[config.mk]
export PLATFORM = sky130hd
export DESIGN_NAME = bash_f_round_ctrl
export DESIGN_NICKNAME = d
export VERILOG_FILES = /design/src/rtl/bash_f_round_ctrl.sv
export SDC_FILE = /design/constraint.sdc
export NUM_CORES = 1
export LEC_CHECK = 0
export CAP_MARGIN = 20
export CORE_MARGIN = 2
export CORE_UTILIZATION = 49
export DETAILED_ROUTE_END_ITERATION = 8
export PLACE_DENSITY = 0.82
export SYNTH_ARGS = -nofsm -noshare
export SYNTH_HDL_FRONTEND = slang
export SYNTH_SLANG_ARGS = --single-unit
[constraint.sdc]
create_clock -name clk_i -period 2.4 [get_ports clk_i]
set_input_delay 0.48 -clock clk_i [delete_from_list [all_inputs] [get_ports clk_i]]
set_output_delay 0.48 -clock clk_i [all_outputs]
set_load 0.1 [all_outputs]
[src/rtl/bash_f_round_ctrl.sv]
// Round sequencer for the bash-f permutation.
// The controller accepts a permutation request and pulses the datapath load.
// It then walks through ROUNDS rounds, supplying the round index and round
// constant for each one. Finally it holds the result valid until it is acked.
// The round constant is stepped by a small combinational bash_f_const stage.

module bash_f_const (
  input  logic [63:0] c_i,
  output logic [63:0] c_o
);

  localparam logic [63:0] POLY = 64'hDC2BE1997FE0D8AE;

  // Byte-order swap between datapath order and the big-endian LFSR view
  function automatic logic [63:0] bswap64(input logic [63:0] x);
    logic [63:0] y;
    y = 64'h0;
    for (int b = 0; b < 8; b++) begin
      y[8*b +: 8] = x[8*(7-b) +: 8];
    end
    return y;
  endfunction

  logic [63:0] be_s;
  logic [63:0] step_s;

  // One LFSR step: shift right, fold the polynomial back in on a carried-out 1
  always_comb begin
    be_s   = bswap64(c_i);
    step_s = {1'b0, be_s[63:1]} ^ (be_s[0] ? POLY : 64'h0);
    c_o    = bswap64(step_s);
  end

endmodule

module bash_f_round_ctrl #(
  parameter int unsigned ROUNDS = 24,
  parameter logic [63:0] C1     = 64'hB194BAC80A08F53B
) (
  input  logic        clk_i,
  input  logic        rst_ni,
  input  logic        start_i,
  output logic        ready_o,
  output logic        load_o,
  input  logic        hold_i,
  input  logic        abort_i,
  output logic        rnd_en_o,
  output logic [4:0]  rnd_idx_o,
  output logic        rnd_last_o,
  output logic [63:0] rnd_const_o,
  output logic        busy_o,
  output logic        valid_o,
  input  logic        ack_i
);

  typedef enum logic [1:0] {
    ST_IDLE  = 2'd0,
    ST_ROUND = 2'd1,
    ST_DONE  = 2'd2
  } state_e;

  localparam logic [4:0] IDX_LAST = 5'(ROUNDS - 1);

  state_e      state_q, state_d;
  logic [4:0]  idx_q, idx_d;
  logic [63:0] cr_q, cr_d;
  logic [63:0] cr_nxt_s;
  logic        is_last_s;

  bash_f_const u_const (
    .c_i (cr_q),
    .c_o (cr_nxt_s)
  );

  assign is_last_s = (idx_q == IDX_LAST);

  // Output decode: ready/busy/valid from state only, round strobe gated by hold
  always_comb begin
    ready_o    = 1'b0;
    rnd_en_o   = 1'b0;
    rnd_last_o = 1'b0;
    busy_o     = 1'b0;
    valid_o    = 1'b0;
    case (state_q)
      ST_IDLE: begin
        ready_o = 1'b1;
      end
      ST_ROUND: begin
        busy_o     = 1'b1;
        rnd_en_o   = ~hold_i;
        rnd_last_o = is_last_s;
      end
      ST_DONE: begin
        busy_o  = 1'b1;
        valid_o = 1'b1;
      end
      default: begin
        ready_o = 1'b0;
      end
    endcase
  end

  // Index and constant are always visible, even outside ROUND
  assign rnd_idx_o   = idx_q;
  assign rnd_const_o = cr_q;

  // Load is gated by reset so a start held during reset never loads the datapath
  assign load_o = ready_o & start_i & ~abort_i & rst_ni;

  // Next-state logic; abort overrides everything and reloads the first constant
  always_comb begin
    state_d = state_q;
    idx_d   = idx_q;
    cr_d    = cr_q;
    if (abort_i) begin
      state_d = ST_IDLE;
      idx_d   = 5'd0;
      cr_d    = C1;
    end else begin
      case (state_q)
        ST_IDLE: begin
          if (start_i) begin
            state_d = ST_ROUND;
            idx_d   = 5'd0;
            cr_d    = C1;
          end else begin
            state_d = ST_IDLE;
          end
        end
        ST_ROUND: begin
          if (hold_i) begin
            state_d = ST_ROUND;
          end else if (is_last_s) begin
            // the last constant stays visible through DONE
            state_d = ST_DONE;
          end else begin
            idx_d = idx_q + 5'd1;
            cr_d  = cr_nxt_s;
          end
        end
        ST_DONE: begin
          if (ack_i) begin
            state_d = ST_IDLE;
          end else begin
            state_d = ST_DONE;
          end
        end
        default: begin
          state_d = ST_IDLE;
        end
      endcase
    end
  end

  // State, round counter and constant register
  always_ff @(posedge clk_i or negedge rst_ni) begin
    if (!rst_ni) begin
      state_q <= ST_IDLE;
      idx_q   <= 5'd0;
      cr_q    <= C1;
    end else begin
      state_q <= state_d;
      idx_q   <= idx_d;
      cr_q    <= cr_d;
    end
  end

endmodule

==> metrics, run 1 <==
number of synthesized flops with an enable pin 0; count of boundary I/O pins 81; complex-gate fraction of the synthesized area 0.219; Main synth FF type sky130_fd_sc_hd__dfrtp_1; RePlAce Congestion 0.841; commonest cells after routing, fill and taps aside sky130_fd_sc_hd__buf_4 (82), sky130_fd_sc_hd__dfrtp_1 (40), sky130_fd_sc_hd__a22o_1 (36); DP HPWL 4.67 mm; register share of total power 0.462; leading cell type in the layout, fill and taps excluded sky130_fd_sc_hd__buf_4; total congestion overflow 0; required time of the critical path 1.92 ns; highest attainable clock frequency 442 MHz; first-pass iteration count of the detailed router 5; internal power 1840 uW; Final setup violation count 0; max_cap viols 0; area of the mapped netlist 3240 sq um; Vert. Die Dim 85.3 microns; arrival time of the worst setup path 1.78 ns; die outline width 85.3 microns; Total Routing Usage GR 0.196; run status completed; Via-to-Cell Ratio 5.76; clock tree from TritonCTS done; Max Slew Vio Count 0; via count of the first global-routing pass 2216; DR WL/cell 17.1 microns; total clock buffers created by CTS 9; Post-Synthesis Cells 244; Register-to-Register Setup Slack 0.38 ns; Worst Skew 0.00642 ns; nets 337; simple-gate portion of the synthesized area 0.0517; largest voltage drop on the vdd net 0.605 mV; synthesized flop and latch total 71; wirelength, routed 6.99 mm; count of clock tree sinks 71; Net Sw Power 923 uW; Post-Synth XOR/XNOR Area 0.0946; final clock period utilization by the worst path 0.944; share of layout cells above drive strength 1 0.438; global-route wire length before repair 11.3 mm; average cell area after synthesis 13.3 sq um; starting density of the core 0.507; Syn Nets 255; number of fillers in the final layout 478; final critical path time including I/O delays and setup 2.26 ns; core area 6390 sq um; depth of the most critical reg-to-reg path 5; share of synthesized area occupied by flip-flops and latches 0.559; adder-cell share of the synthesized area 0.0193; clock transition at the registers of the reported paths 0.07 ns; Tot Pwr 2760 uW; unrepaired setup endpoints after global routing false; areal power density over the cells 658 nW/um^2; clock insertion delay at the later pin of the skew report 0.34 ns; violation count after the first detailed-route iteration 130; path category of the worst min-delay check in2async; share of flip-flops with an asynchronous set or reset 1.00; row cnt 29; count of cell types in the netlist 40; cell type with the largest total area after synthesis sky130_fd_sc_hd__dfrtp_1; number of antenna cells inserted 0; main combinational cell family by area after synthesis compound AO/OA/AOI/OAI gates; buffers inserted during post-CTS setup optimization 0; Worst-Margin Slew 0.363 ns; remaining design rule violation count 0; critical-path maximum fanout 8; area growth from synthesis to layout 29.6%; Synthesis Warnings 0; count of nets left with antenna violations after detail routing 0; largest net degree at the start of global routing 72; Setup Crit Path Kind reg2out; antenna violations before repair 0; Setup Total Neg Slack 0 ns; proportion of total power due to net switching 0.334; area of the die 7280 sq um; Max Root-Sink Buffers 2; Worst slew margin 0.758; sort of element at the start of the critical path register; count of port buffers added during placement 80; mux cell area share after synthesis 0.00618; Clk pwr share 0.310; maximum level of the CTS H-tree 3; standby leakage power 0.00185 uW; ranking of synthesized cells by area sky130_fd_sc_hd__dfrtp_1 (32%), sky130_fd_sc_hd__dfstp_2 (24%), sky130_fd_sc_hd__a22o_1 (9.7%); endpoint type of the worst setup path primary output; share of Yosys cell area claimed by the top area cell type 0.324; Root Buffer Master sky130_fd_sc_hd__clkbuf_8; cts-stage hold buffer count 0; total via count after detailed routing 2351; Hold Violations, Final 0; Logic pwr share 0.228
[metrics by stage]
| stage | std cells | instance area [sq um] | utilization | setup WS (ns) | hold WS, ns |
|---|---|---|---|---|---|
| CTS | 408 | 4200 | 0.658 | 0.0535 | 0.187 |
| global placement | 392 | 4020 | 0.630 | 0.153 | 0.504 |
| detailed placement | 392 | 4020 | 0.630 | 0.110 | 0.512 |
| floorplan | 244 | 3270 | - | 0.0134 | 0.184 |
| finish | 408 | 4200 | 0.658 | 0.135 | 0.183 |
| global route | 408 | 4200 | 0.658 | 0.0775 | 0.195 |
[critical path: stages (launching register included)]
cell,delay [ns]
sky130_fd_sc_hd__dfrtp_2,0.42
sky130_fd_sc_hd__ha_1,0.25
sky130_fd_sc_hd__and4b_2,0.39
sky130_fd_sc_hd__and2_2,0.21
sky130_fd_sc_hd__buf_12,0.17
[cell type report]
type                       count  area [sq um]  area share
inverter                       6          26.3     0.00626
multi-input combinational    146          1310       0.312
clock inverter                 3          17.5     0.00417
sequential                    71          1820       0.432
clock buffer                  13           159      0.0378
timing repair buffer          92           776       0.185
tap                           77          96.3      0.0229
[cell families (layout without fill, tap and decap cells)]
logic type / after synthesis / in the layout
mux: 2 / 2
fa+ha+maj: 5 / 5
xor+xnor: 35 / 35
flops: 71 / 71
buf+inv: 27 / 114
simple gates: 26 / 26
compound gates: 78 / 78
[per-layer routing]
layer  wire length [microns]  share of wire  up-vias  GRT usage
li1                        -              -     1074          -
met1                    3270           0.47     1201      0.289
met2                    3260           0.47       68      0.289
met3                     388          0.056        8     0.0457
met4                      76          0.011        0     0.0620
met5                       0              0        -          0
[flip-flops by register name (all words and copies together), names as in the netlist]
| name | flops |
|---|---|
| rnd_const_o | 64 |
| rnd_idx_o | 5 |
| state_q | 2 |
[path summary, 6_finish.rpt]
check,from,end
worst max-delay path,rnd_idx_o[0],rnd_last_o
worst min-delay path,rst_ni,rnd_const_o[37]
worst max register to register,rnd_idx_o[0],rnd_const_o[34]
worst min register to register,rnd_const_o[45],rnd_const_o[45]
max in group asynchronous,rst_ni,rnd_const_o[12]
min in group clk_i,rnd_const_o[45],rnd_const_o[45]
[repair_timing]
| item | CTS | global route |
|---|---|---|
| hold endpoints to repair | 0 | 0 |
| gates resized for setup | 0 | 1 |
| endpoints found under the setup margin | 0 | 1 |
[power groups by stage]
stage               clock [uW]  combinational, uW  sequential [uW]
finish                     857                629             1280
global route               936                661             1280
CTS                        877                632             1280
detailed placement           0                631             1300
global placement             0                625             1300
floorplan                    0                269             1520
[cells in the mapped netlist, types with 3 or more instances]
library cell / count
sky130_fd_sc_hd__dfrtp_1: 42
sky130_fd_sc_hd__a22o_1: 36
sky130_fd_sc_hd__dfstp_2: 29
sky130_fd_sc_hd__xor2_1: 22
sky130_fd_sc_hd__o22a_1: 16
sky130_fd_sc_hd__xnor2_1: 13
sky130_fd_sc_hd__a2bb2oi_1: 10
sky130_fd_sc_hd__buf_2: 10
sky130_fd_sc_hd__buf_6: 6
sky130_fd_sc_hd__inv_1: 6
sky130_fd_sc_hd__ha_1: 5
sky130_fd_sc_hd__a2bb2oi_2: 4
sky130_fd_sc_hd__nand2_1: 4
sky130_fd_sc_hd__nand3_1: 3
sky130_fd_sc_hd__nand4b_1: 3
sky130_fd_sc_hd__nor2_1: 3
(Power assumes the default switching activity.)
==> run 2, diff against run 1 <==
--- a/config.mk
+++ b/config.mk
@@ -11,2 +11,3 @@
 export DETAILED_ROUTE_END_ITERATION = 8
+export HOLD_SLACK_MARGIN = 0.06
 export PLACE_DENSITY = 0.82
==> constraint.sdc (replaced) <==
create_clock -name clk_i -period 2.4 [get_ports clk_i]
set_input_delay 0.72 -clock clk_i [delete_from_list [all_inputs] [get_ports clk_i]]
set_output_delay 0.72 -clock clk_i [all_outputs]
set_load 0.1 [all_outputs]
==> run 2 against run 1 <==
Routed wire length grew 6.6%. Cell count grew 0.98%. Maximum frequency shrank 4.0%. Power grew 15%. Non-clock buffer count grew 4. Cell area grew 13%. Utilization grew 8.5 points. Critical path type is now in2out. Largest cell class unchanged.
==> metrics, run 2 (same netlist as run 1, synthesis figures left out) <==
final critical path time including I/O delays and setup 2.36 ns (was 2.26 ns); remaining design rule violation count 0 (unchanged); Worst slew margin 0.430 (was 0.758); Vert. Die Dim 85.3 microns (unchanged); final clock period utilization by the worst path 0.983 (was 0.944); required time of the critical path 1.68 ns (was 1.92 ns); share of layout cells above drive strength 1 0.472 (was 0.438); endpoint type of the worst setup path primary output (unchanged); DR WL/cell 18.1 microns (was 17.1 microns); placed insts 396 (was 392); internal power 2200 uW (was 1840 uW); run status completed (unchanged); clock insertion delay at the later pin of the skew report 0.35 ns (was 0.34 ns); R2R Path End rnd_const_o[9] (was rnd_const_o[34]); leading cell type in the layout, fill and taps excluded sky130_fd_sc_hd__buf_4 (unchanged); buffers inserted during post-CTS setup optimization 0 (unchanged); violation count after the first detailed-route iteration 127 (was 130); Via-to-Cell Ratio 5.70 (was 5.76); nets 341 (was 337); worst setup path end rnd_en_o (was rnd_last_o); Register-to-Register Setup Slack 0.32 ns (was 0.38 ns); Post-DP Area 4480 sq um (was 4020 sq um); cell area after layout 4740 sq um (was 4200 sq um); Root Buffer Master sky130_fd_sc_hd__clkbuf_8 (unchanged); total congestion overflow 0 (unchanged); Max Root-Sink Buffers 2 (unchanged); final design utilization 0.742 (was 0.658); largest net degree at the start of global routing 72 (unchanged); R2R Path Start rnd_idx_o[0] (unchanged); die outline width 85.3 microns (unchanged); antenna violations before repair 0 (unchanged); maximum level of the CTS H-tree 3 (unchanged); largest voltage drop on the vdd net 0.516 mV (was 0.605 mV); count of port buffers added during placement 80 (unchanged); final instance count without filler cells 412 (was 408); Setup Crit Path Kind in2out (was reg2out); commonest cells after routing, fill and taps aside sky130_fd_sc_hd__buf_4 (52), sky130_fd_sc_hd__buf_12 (39), sky130_fd_sc_hd__dfrtp_1 (38) (was sky130_fd_sc_hd__buf_4 (82), sky130_fd_sc_hd__dfrtp_1 (40), sky130_fd_sc_hd__a22o_1 (36)); area growth from synthesis to layout 46.3% (was 29.6%); footprint of the flip-flops and latches 1820 sq um (about the same); wirelength, routed 7.45 mm (was 6.99 mm); global-route wire length before repair 12.2 mm (was 11.3 mm); highest attainable clock frequency 424 MHz (was 442 MHz); total via count after detailed routing 2349 (was 2351); count of boundary I/O pins 81 (unchanged); clock transition at the registers of the reported paths 0.08 ns (was 0.07 ns); count of nets left with antenna violations after detail routing 0 (unchanged); depth of the most critical reg-to-reg path 6 (was 5); number of fillers in the final layout 423 (was 478); Logic pwr share 0.220 (was 0.228); Worst-Margin Slew 0.855 ns (was 0.363 ns); path category of the worst min-delay check reg2reg (was in2async); unrepaired setup endpoints after global routing false (unchanged); max_cap viols 0 (unchanged); RePlAce Congestion 0.798 (was 0.841); count of clock tree sinks 71 (unchanged); first-pass iteration count of the detailed router 4 (was 5); Max Slew Vio Count 0 (unchanged); starting density of the core 0.507 (unchanged); Clk pwr share 0.377 (was 0.310); Tot Pwr 3180 uW (was 2760 uW); total clock buffers created by CTS 9 (unchanged); proportion of total power due to net switching 0.311 (was 0.334); multi-input logic area 1330 sq um (was 1310 sq um); core area 6390 sq um (unchanged); clock tree from TritonCTS done (unchanged); arrival time of the worst setup path 1.64 ns (was 1.78 ns); Hold Violations, Final 0 (unchanged); Worst Skew 0.0103 ns (was 0.00642 ns); sort of element at the start of the critical path input pin (was register); via count of the first global-routing pass 2336 (was 2216); number of antenna cells inserted 0 (unchanged); DP HPWL 4.94 mm (was 4.67 mm); origin of the worst setup path hold_i (was rnd_idx_o[0]); flip-flop count of the largest register, all copies and words added 64 (unchanged); critical-path maximum fanout 3 (was 8); Net Sw Power 989 uW (was 923 uW); row cnt 29 (unchanged); areal power density over the cells 672 nW/um^2 (was 658 nW/um^2); register share of total power 0.403 (was 0.462); standby leakage power 0.00211 uW (was 0.00185 uW); Final setup violation count 0 (unchanged); Total Routing Usage GR 0.214 (was 0.196); worst hold margin 0.532 ns (was 0.183 ns); area of the die 7280 sq um (unchanged)
run 2: how the worst min path moves through the flow:
stage                         start  slack (ns)  cells past startpoint         endpoint
floorplan                    rst_ni        0.42                      0  rnd_const_o[11]
global placement    rnd_const_o[18]        0.50                      1  rnd_const_o[17]
detailed placement  rnd_const_o[11]        0.50                      1  rnd_const_o[10]
CTS                 rnd_const_o[31]        0.53                      1  rnd_const_o[30]
global route        rnd_const_o[18]        0.55                      1  rnd_const_o[17]
finish              rnd_const_o[18]        0.53                      1  rnd_const_o[17]
run 2: worst max-delay path, cell delays in order:
cell,delay [ns]
sky130_fd_sc_hd__clkdlybuf4s50_1,0.48
sky130_fd_sc_hd__nand2b_4,0.16
sky130_fd_sc_hd__clkinvlp_4,0.11
sky130_fd_sc_hd__buf_12,0.17
run 2: power groups by stage:
stage | clock network (uW) | logic, uW | registers, uW
5_1_grt | 1260 | 733 | 1290
6_report | 1200 | 702 | 1280
3_5_place_dp | 0 | 703 | 1300
2_1_floorplan | 0 | 271 | 1520
3_3_place_gp | 0 | 695 | 1300
4_1_cts | 1220 | 704 | 1280
run 2: area by class of cell:
type / count / area share
Tap cell: 77 / 0.0203
Multi-Input combinational cell: 146 / 0.281
Sequential cell: 71 / 0.384
Timing Repair Buffer: 96 / 0.256
Inverter: 6 / 0.00554
Clock buffer: 10 / 0.0290
Clock inverter: 6 / 0.0243
run 2: stage by stage:
stage	setup slack, ns	setup TNS, ns
6_report	0.0417	0
3_5_place_dp	-0.0907	-2.93
3_3_place_gp	-0.0911	-1.38
4_1_cts	0.0102	0
2_1_floorplan	-0.125	-0.125
5_1_grt	0.0106	0
run 2: what timing repair did:
| action | CTS | global route |
|---|---|---|
| gates resized for setup | 3 | 3 |
| hold buffers | 0 | 0 |
| endpoints found under the setup margin | 3 | 3 |
| pin swaps | 0 | 2 |
run 2: metal layers:
metal	global-route usage	wire, microns	share of wire	vias to the layer above
met5	0	0	0	-
met4	0.0736	92	0.012	0
met3	0.0574	441	0.059	9
met2	0.312	3480	0.47	72
met1	0.311	3440	0.46	1191
li1	-	-	-	1077
